## config.mk

```make
export PLATFORM = sky130hd
export DESIGN_NAME = timer_periph
export DESIGN_NICKNAME = d
export VERILOG_FILES = /design/src/rtl/timer_pkg.sv /design/src/rtl/timer_prescaler.sv /design/src/rtl/timer_periph.sv
export SDC_FILE = /design/constraint.sdc
export NUM_CORES = 1
export LEC_CHECK = 0
export BUFFER_PORTS_ARGS = -buffer_cell sky130_fd_sc_hd__buf_2
export CAP_MARGIN = 40
export CORE_AREA = 2 2 92 94
export DETAILED_ROUTE_END_ITERATION = 12
export DIE_AREA = 0 0 94 96
export PLACE_DENSITY = 0.78
export SETUP_SLACK_MARGIN = 0.4
export SLEW_MARGIN = 5
export SYNTH_ARGS = -nofsm -noshare
export SYNTH_HDL_FRONTEND = slang
export SYNTH_HIERARCHICAL = 1
export SYNTH_SLANG_ARGS = --single-unit
```

## constraint.sdc

```tcl
create_clock -name clk -period 2.92 [get_ports clk]
set_input_delay 0.146 -clock clk [delete_from_list [all_inputs] [get_ports clk]]
set_output_delay 0.146 -clock clk [all_outputs]
set_load 0.01 [all_outputs]
```

## src/rtl/timer_pkg.sv

```systemverilog
// Shared definitions for the memory-mapped reload timer: register window
// layout, TCON bit positions and the address-to-word-offset helper.
`timescale 1ns/1ps
package timer_pkg;

  // Default base of the three-word register window.
  localparam logic [31:0] DEFAULT_ADDR_BASE = 32'h4000_0000;

  // Word offsets within the window.
  localparam logic [29:0] TH_OFS   = 30'd0;
  localparam logic [29:0] TL_OFS   = 30'd1;
  localparam logic [29:0] TCON_OFS = 30'd2;

  // TCON bit positions.
  localparam int TCON_EN = 0;
  localparam int TCON_IE = 1;
  localparam int TCON_IS = 2;

  // Word distance of a bus address from the window base; byte lanes are ignored.
  function automatic logic [29:0] word_offset(input logic [29:0] addr_word,
                                              input logic [29:0] base_word);
    return addr_word - base_word;
  endfunction

endpackage

```

## src/rtl/timer_prescaler.sv

```systemverilog
// Divides the clock by PRESCALE while enabled and emits a one-cycle tick on
// each wrap. The count is forced back to 0 whenever the timer is stopped, so
// every re-enable starts a full prescale period.
`timescale 1ns/1ps
module timer_prescaler
  import timer_pkg::*;
#(
  parameter int PRESCALE = 1
) (
  input  logic clk,
  input  logic reset,
  input  logic en,
  output logic tick
);

  generate
    if (PRESCALE <= 1) begin : g_pass
      // Every enabled cycle is a tick; no counter state is needed.
      logic unused_inputs;
      assign unused_inputs = clk ^ reset;
      assign tick = en;
    end else begin : g_cnt
      localparam int CW = $clog2(PRESCALE);
      localparam logic [CW-1:0] LAST = CW'(PRESCALE - 1);

      logic [CW-1:0] count_reg;

      // Count 0..PRESCALE-1 while enabled, hold at 0 while stopped.
      always_ff @(posedge clk) begin
        if (!reset) begin
          count_reg <= '0;
        end else if (!en || count_reg == LAST) begin
          count_reg <= '0;
        end else begin
          count_reg <= count_reg + CW'(1);
        end
      end

      assign tick = en && (count_reg == LAST);
    end
  endgenerate

endmodule

```

## src/rtl/timer_periph.sv

```systemverilog
// Memory-mapped 32-bit reload timer: TH (reload), TL (counter) and TCON
// (EN/IE/IS). TL counts prescaled ticks, reloads from TH after 0xFFFF_FFFF
// and latches a sticky interrupt status when IE is set.
`timescale 1ns/1ps
module timer_periph
  import timer_pkg::*;
#(
  parameter logic [31:0] ADDR_BASE = DEFAULT_ADDR_BASE,
  parameter int          PRESCALE  = 1
) (
  input  logic        clk,
  input  logic        reset,
  input  logic        MemRd,
  input  logic        MemWr,
  input  logic [31:0] Addr,
  input  logic [31:0] WriteData,
  output logic [31:0] ReadData,
  output logic        Interrupt
);

  logic [31:0] th_reg;
  logic [31:0] tl_reg;
  logic        en_reg;
  logic        ie_reg;
  logic        is_reg;

  logic [29:0] ofs;
  logic        sel_th, sel_tl, sel_tcon;
  logic        wr_th, wr_tl, wr_tcon;
  logic        tick;
  logic        overflow;
  logic        set_is;

  // Byte-lane bits take no part in decode.
  logic unused_addr_bits;
  assign unused_addr_bits = ^Addr[1:0];

  assign ofs      = word_offset(Addr[31:2], ADDR_BASE[31:2]);
  assign sel_th   = (ofs == TH_OFS);
  assign sel_tl   = (ofs == TL_OFS);
  assign sel_tcon = (ofs == TCON_OFS);

  assign wr_th   = MemWr && sel_th;
  assign wr_tl   = MemWr && sel_tl;
  assign wr_tcon = MemWr && sel_tcon;

  timer_prescaler #(
    .PRESCALE(PRESCALE)
  ) u_prescaler (
    .clk  (clk),
    .reset(reset),
    .en   (en_reg),
    .tick (tick)
  );

  // Overflow is the tick that finds TL saturated; it only raises IS if the
  // interrupt was enabled before any same-cycle TCON write.
  assign overflow = tick && (tl_reg == 32'hFFFF_FFFF);
  assign set_is   = overflow && ie_reg;

  // Register updates: bus writes take priority over counting, but a
  // coincident overflow still latches IS so no interrupt is lost.
  always_ff @(posedge clk) begin
    if (!reset) begin
      th_reg <= '0;
      tl_reg <= '0;
      en_reg <= 1'b0;
      ie_reg <= 1'b0;
      is_reg <= 1'b0;
    end else begin
      if (wr_th) begin
        th_reg <= WriteData;
      end

      if (wr_tl) begin
        tl_reg <= WriteData;
      end else if (tick) begin
        tl_reg <= overflow ? th_reg : tl_reg + 32'd1;
      end

      if (wr_tcon) begin
        en_reg <= WriteData[TCON_EN];
        ie_reg <= WriteData[TCON_IE];
        is_reg <= WriteData[TCON_IS] | set_is;
      end else if (set_is) begin
        is_reg <= 1'b1;
      end
    end
  end

  // Combinational read mux; unmapped offsets and idle bus read as zero.
  always_comb begin
    ReadData = '0;
    if (MemRd) begin
      if (sel_th) begin
        ReadData = th_reg;
      end else if (sel_tl) begin
        ReadData = tl_reg;
      end else if (sel_tcon) begin
        ReadData = {29'd0, is_reg, ie_reg, en_reg};
      end
    end
  end

  assign Interrupt = is_reg & ie_reg;

endmodule

```

=== After elaboration in Yosys (flattened, before gate mapping) ===
Cells that the tools add are included.

* Word-level logic and storage cells: 29
* Bits in registers: 67
* Input bits: 68

* Reduce and logical (&&, ||, !) cells: 8
* $add $sub $neg: 2
* Bitwise logic cells: 2
* Eq/ne operators: 3
* Muxes and demuxes: 9

{| class="wikitable"
|+ Operator list
! kind !! count
|-
| 32-bit 2-to-1 mux || 6
|-
| 32-bit by 1-bit adder with 32-bit output, second input constant || 1
|-
| 32-bit equality test, second input constant || 1
|-
| 30-bit by 1-bit equality test with 1-bit output, second input constant || 1
|-
| 30-bit by 2-bit equality test with 1-bit output, second input constant || 1
|-
| 30-bit logical NOT || 1
|-
| 30-bit by 29-bit subtractor with 30-bit output, second input constant || 1
|-
| 1-bit logical AND || 5
|-
| 2-bit nonzero test || 2
|-
| 3-bit 2-to-1 mux || 1
|-
| 1-bit 2-to-1 mux || 2
|-
| 1-bit bitwise AND || 1
|-
| 1-bit bitwise OR || 1
|}

=== Longest topological paths before layout ===
* Word-level depth: 6
* Depth in mapped cells: 8

=== Hierarchy ===
Netlist, hierarchy kept.

{| class="wikitable"
|+ Modules (own cells, without submodules)
! module !! cells an instance !! instances !! seq. area each (µm²) !! area an instance (µm²)
|-
| timer_periph || 575 || 1 || 1341.3 || 4261.6
|-
| timer_prescaler || 1 || 1 || 0.0 || 7.5
|}

=== Worst setup path after synthesis ===
OpenSTA, ideal clock, no wires.

* Path type: reg-to-reg
* Start: register tl_reg[0]
* End: register tl_reg[31]
* Cell stages (with the launch flop): 9
* Data required time: 2800 ps
* Library setup time: 120 ps
* Period minus slack after synthesis: 2256 ps
* Setup slack: 664 ps
* Arrival time: 2136 ps
* Cells stage by stage: dfxtp_1 ha_1 nand3_1 or4_1 clkbuf_1 nor3_2 buf_4 a211oi_1 o31a_1

* Cells in the longest elaborated chain, start to end: 5

{| class="wikitable"
|+ RTL lines
! what !! line !! text
|-
| start: declaration || timer_periph.sv:22 || <nowiki>logic [31:0] tl_reg;</nowiki>
|-
| start signal: assignment || timer_periph.sv:76 || <nowiki>tl_reg <= WriteData;</nowiki>
|-
| start signal: assignment || timer_periph.sv:78 || <nowiki>tl_reg <= overflow ? th_reg : tl_reg + 32'd1;</nowiki>
|-
| parallel branches: the longest is 2 deep, another holds 32-bit by 1-bit adder with 32-bit output || -- ||
|-
| 32-bit 2-to-1 mux * || timer_periph.sv:78 ||
|-
| 32-bit 2-to-1 mux * || timer_periph.sv:77 || <nowiki>end else if (tick) begin</nowiki>
|-
| 32-bit 2-to-1 mux * || timer_periph.sv:75 || <nowiki>if (wr_tl) begin</nowiki>
|}

Mark *: on every way between the ends. The select of a mux whose other input is x is not followed.
A chain may end at the register's enable or synchronous reset.

=== Worst setup path after layout ===
* Start: register tl_reg[5]
* End: register tl_reg[31]

Same word-level chain as after synthesis.

==> Implementation_results.wiki <==
{| class="wikitable"
! Metric !! Value
|-
| Clock transition at the register clock pins on the worst setup and hold paths after CTS || 80 ps
|-
| Placed insts || 753
|-
| Avg WL per Cell || 17.1 um
|-
| DRC || 0
|-
| Worst hold path type || in2reg
|-
| Quantity of hold-fixing buffers added after cts || 0
|-
| Measured slew at the worst slew-check pin || 637 ps
|-
| Core area || 8050 um2
|-
| Number of buffer cells added on primary ports || 98
|-
| Count of vias placed by the detailed router || 4832
|-
| Final HPWL from detailed placement || 9.21 mm
|-
| Number of H-tree levels || 3
|-
| Worst setup path class || reg2reg
|-
| Antenna violations before repair || 0
|-
| Number of setup buffers added after CTS || 0
|-
| Proportion of synthesized chip area in sequential cells || 31.4%
|-
| Initial detailed-routing violation count || 399
|-
| Combined global-route utilization of all metal layers || 29.9%
|-
| Top-level I/O count || 101
|-
| Leak Pwr || 1.84 nW
|-
| Critical path peak fanout || 11
|-
| R2R depth || 6
|-
| Synth Cell Area || 4270 um2
|-
| Top_reg_cell synth || dfxtp_1
|-
| Reg-to-Reg Start || tl_reg[5]
|-
| Area of the die || 9020 um2
|-
| Count of state elements after synthesis || 67
|-
| Non-filler instance count after layout || 769
|-
| Initial core utilization || 53.0%
|-
| Total grt overflow || 0
|-
| Fmax || 421 MHz
|-
| Crit path capture type || flip-flop
|-
| Die outline width || 94 um
|-
| Fin Hold WS || 35.3 ps
|-
| Multi-input gate area || 2700 um2
|-
| RSZ-0062 raised after global routing || no
|-
| Outcome || finished clean
|-
| First-pass GRT wire length || 21.6 mm
|-
| End of the worst register-to-register path || tl_reg[31]
|-
| Maximum clock insertion buffer count || 2
|-
| Count of distinct cell types in the synthesized netlist || 52
|-
| End of the critical path || tl_reg[31]
|-
| Area of all sequential standard cells || 1350 um2
|-
| Fraction of final layout cells sized beyond drive strength 1 || 23.2%
|-
| Total negative slack || 0 ps
|-
| Area growth from synthesis to layout || 20.0%
|-
| Vertical die dimension || 96 um
|-
| Total number of clock tree sinks || 67
|-
| Clock skew after layout || 17.1 ps
|-
| Post-route antenna net violation count || 0
|-
| Post-route worst setup slack || 542 ps
|-
| Root buffer cell || clkbuf_8
|-
| Post-Syn Area per Cell || 7.41 um2
|-
| Final estimated routing congestion in global placement || 0.965
|-
| Start point of the critical path || tl_reg[5]
|-
| Pwr per Cell Area || 357 nW/um2
|-
| Post-Syn Nets || 645
|-
| Number of instances in the synthesized netlist || 576
|-
| DRT Wirelength || 13.2 mm
|-
| Clock insertion delay at the later pin of the skew report || 350 ps
|-
| Antenna fix cells || 0
|-
| Number of buffers created by CTS || 9
|-
| Setup Viol. Count Final || 0
|-
| Headroom to the max-slew limit || 57.5%
|-
| Required time worst endpoint || 3220 ps
|-
| Shortest clock period the worst path allows after layout || 2380 ps
|-
| Number of enable-type register cells in the synthesized netlist || 0
|-
| Number of max-capacitance violations reported || 0
|-
| Final hold vios || 0
|-
| Placement-stage worst setup slack || 351 ps
|-
| Launching element type of the critical path || flip-flop
|-
| Number of slew-limit violations in the final report || 0
|-
| Clock tree from TritonCTS || done
|-
| Drt pass-1 iters || 5
|-
| Period Utilization, post-route || 81.4%
|-
| Number of cell rows || 33
|-
| Arrival time at the worst endpoint || 2670 ps
|-
| Core utilization of the finished layout || 63.6%
|-
| Number of fill cells || 768
|-
| Final net count || 728
|-
| Avg Vias per Cell || 6.28
|-
| Flop2flop setup slack || 540 ps
|-
| Yosys warning count || 6
|-
| Async S/R FF share, synth || 0%
|-
| Vias in the first global route || 4535
|-
| Maximum number of pins on one net before global-route repair || 41
|-
| Peak ir drop on the vdd network || 0.275 mV
|}
==> worst min-delay path by stage <==
stage | cells after the start | from | to
2_1_floorplan | 2 | WriteData[3] | tl_reg[3]
3_3_place_gp | 3 | WriteData[10] | tl_reg[10]
3_5_place_dp | 3 | WriteData[10] | tl_reg[10]
4_1_cts | 3 | WriteData[10] | tl_reg[10]
5_1_grt | 3 | WriteData[6] | tl_reg[6]
6_report | 3 | WriteData[10] | tl_reg[10]
==> final cells by class <==
type	count	share of cell area, %
Inverter	11	0.806
Clock inverter	4	0.977
Timing Repair Buffer	124	13.9
Multi-Input combinational cell	446	52.7
Clock buffer	12	2.83
Sequential cell	67	26.3
Tap cell	105	2.57
==> repair_timing <==
item / in CTS / in global routing
pin swaps: 0 / 1
resized for setup: 1 / 8
hold endpoints to repair: 0 / 0
endpoints found under the setup margin: 2 / 14
==> routing by layer <==
layer / wire length, um / up-vias / GRT usage, % / share of wire (%)
met2: 6280 / 221 / 49.8 / 48
met1: 5710 / 2288 / 38.6 / 43
met3: 899 / 26 / 4.07 / 6.8
met5: 0 / - / 0 / 0
li1: - / 2297 / - / -
met4: 286 / 0 / 13.6 / 2.2
==> kinds of logic after synthesis <==
kind of cell / count (synthesis) / share of synthesized area (%)
fa+ha+maj: 1 / 0.293
simple gates: 265 / 31.4
xor+xnor: 7 / 1.44
buf+inv: 63 / 5.89
flops: 67 / 31.4
mux: 36 / 8.50
compound gates: 137 / 21.0
==> power by group <==
group          leakage (nW)  internal [mW]  total (mW)  switching [mW]
Sequential            0.542          0.914       0.917         0.00300
Clock                0.0926          0.418       0.790           0.373
Combinational          1.21         0.0548       0.119          0.0642
==> metrics by stage <==
stage | power [mW] | area [um2]
after global routing | 1.87 | 5120
after detailed placement | 1.06 | 4900
after floorplan | 0.987 | 4270
final | 1.83 | 5120
after CTS | 1.82 | 5100
after global placement | 1.05 | 4870
==> critical path: stages, from the launching register on <==
cell and delay, ps:
dfxtp_1 450, nand4_2 280, or4_4 600, buf_4 200, or4_1 390, a211oi_1 260, o31a_1 140
==> synth_stat cells (7+ instances only) <==
cell type	number	area, um2
nor2_1	39	146
o31ai_1	11	82.6
o21ai_0	18	90.1
inv_1	11	41.3
nand4_1	12	75.1
nor3_1	26	130
or4_1	9	67.6
a21oi_1	47	235
nor4_1	28	175
o21a_1	7	52.6
mux2i_1	34	340
dfxtp_1	67	1340
and4_1	7	61.3
nand2_1	87	327
nor2b_1	7	43.8
nand3_1	26	130
o211ai_1	7	52.6
a31oi_1	11	68.8
clkbuf_1	42	158
==> cell usage in the layout, fill, tap and decap left out, types with 5 or more instances in the layout <==
cell,netlist,layout
a211oi_1,6,6
a21oi_1,47,47
a31oi_1,11,11
and4_1,7,7
buf_2,5,98
buf_4,2,24
clkbuf_8,0,10
dfxtp_1,67,62
dfxtp_2,0,5
inv_1,11,11
mux2i_1,34,34
nand2_1,87,87
nand2b_1,6,6
nand3_1,26,26
nand4_1,12,12
nor2_1,39,39
nor2b_1,7,7
nor3_1,26,26
nor4_1,28,26
o211ai_1,7,7
o21a_1,7,7
o21ai_0,18,18
o221ai_1,6,6
o31a_1,5,5
o31ai_1,11,11
or4_1,9,7
(Power assumes the default switching activity.)
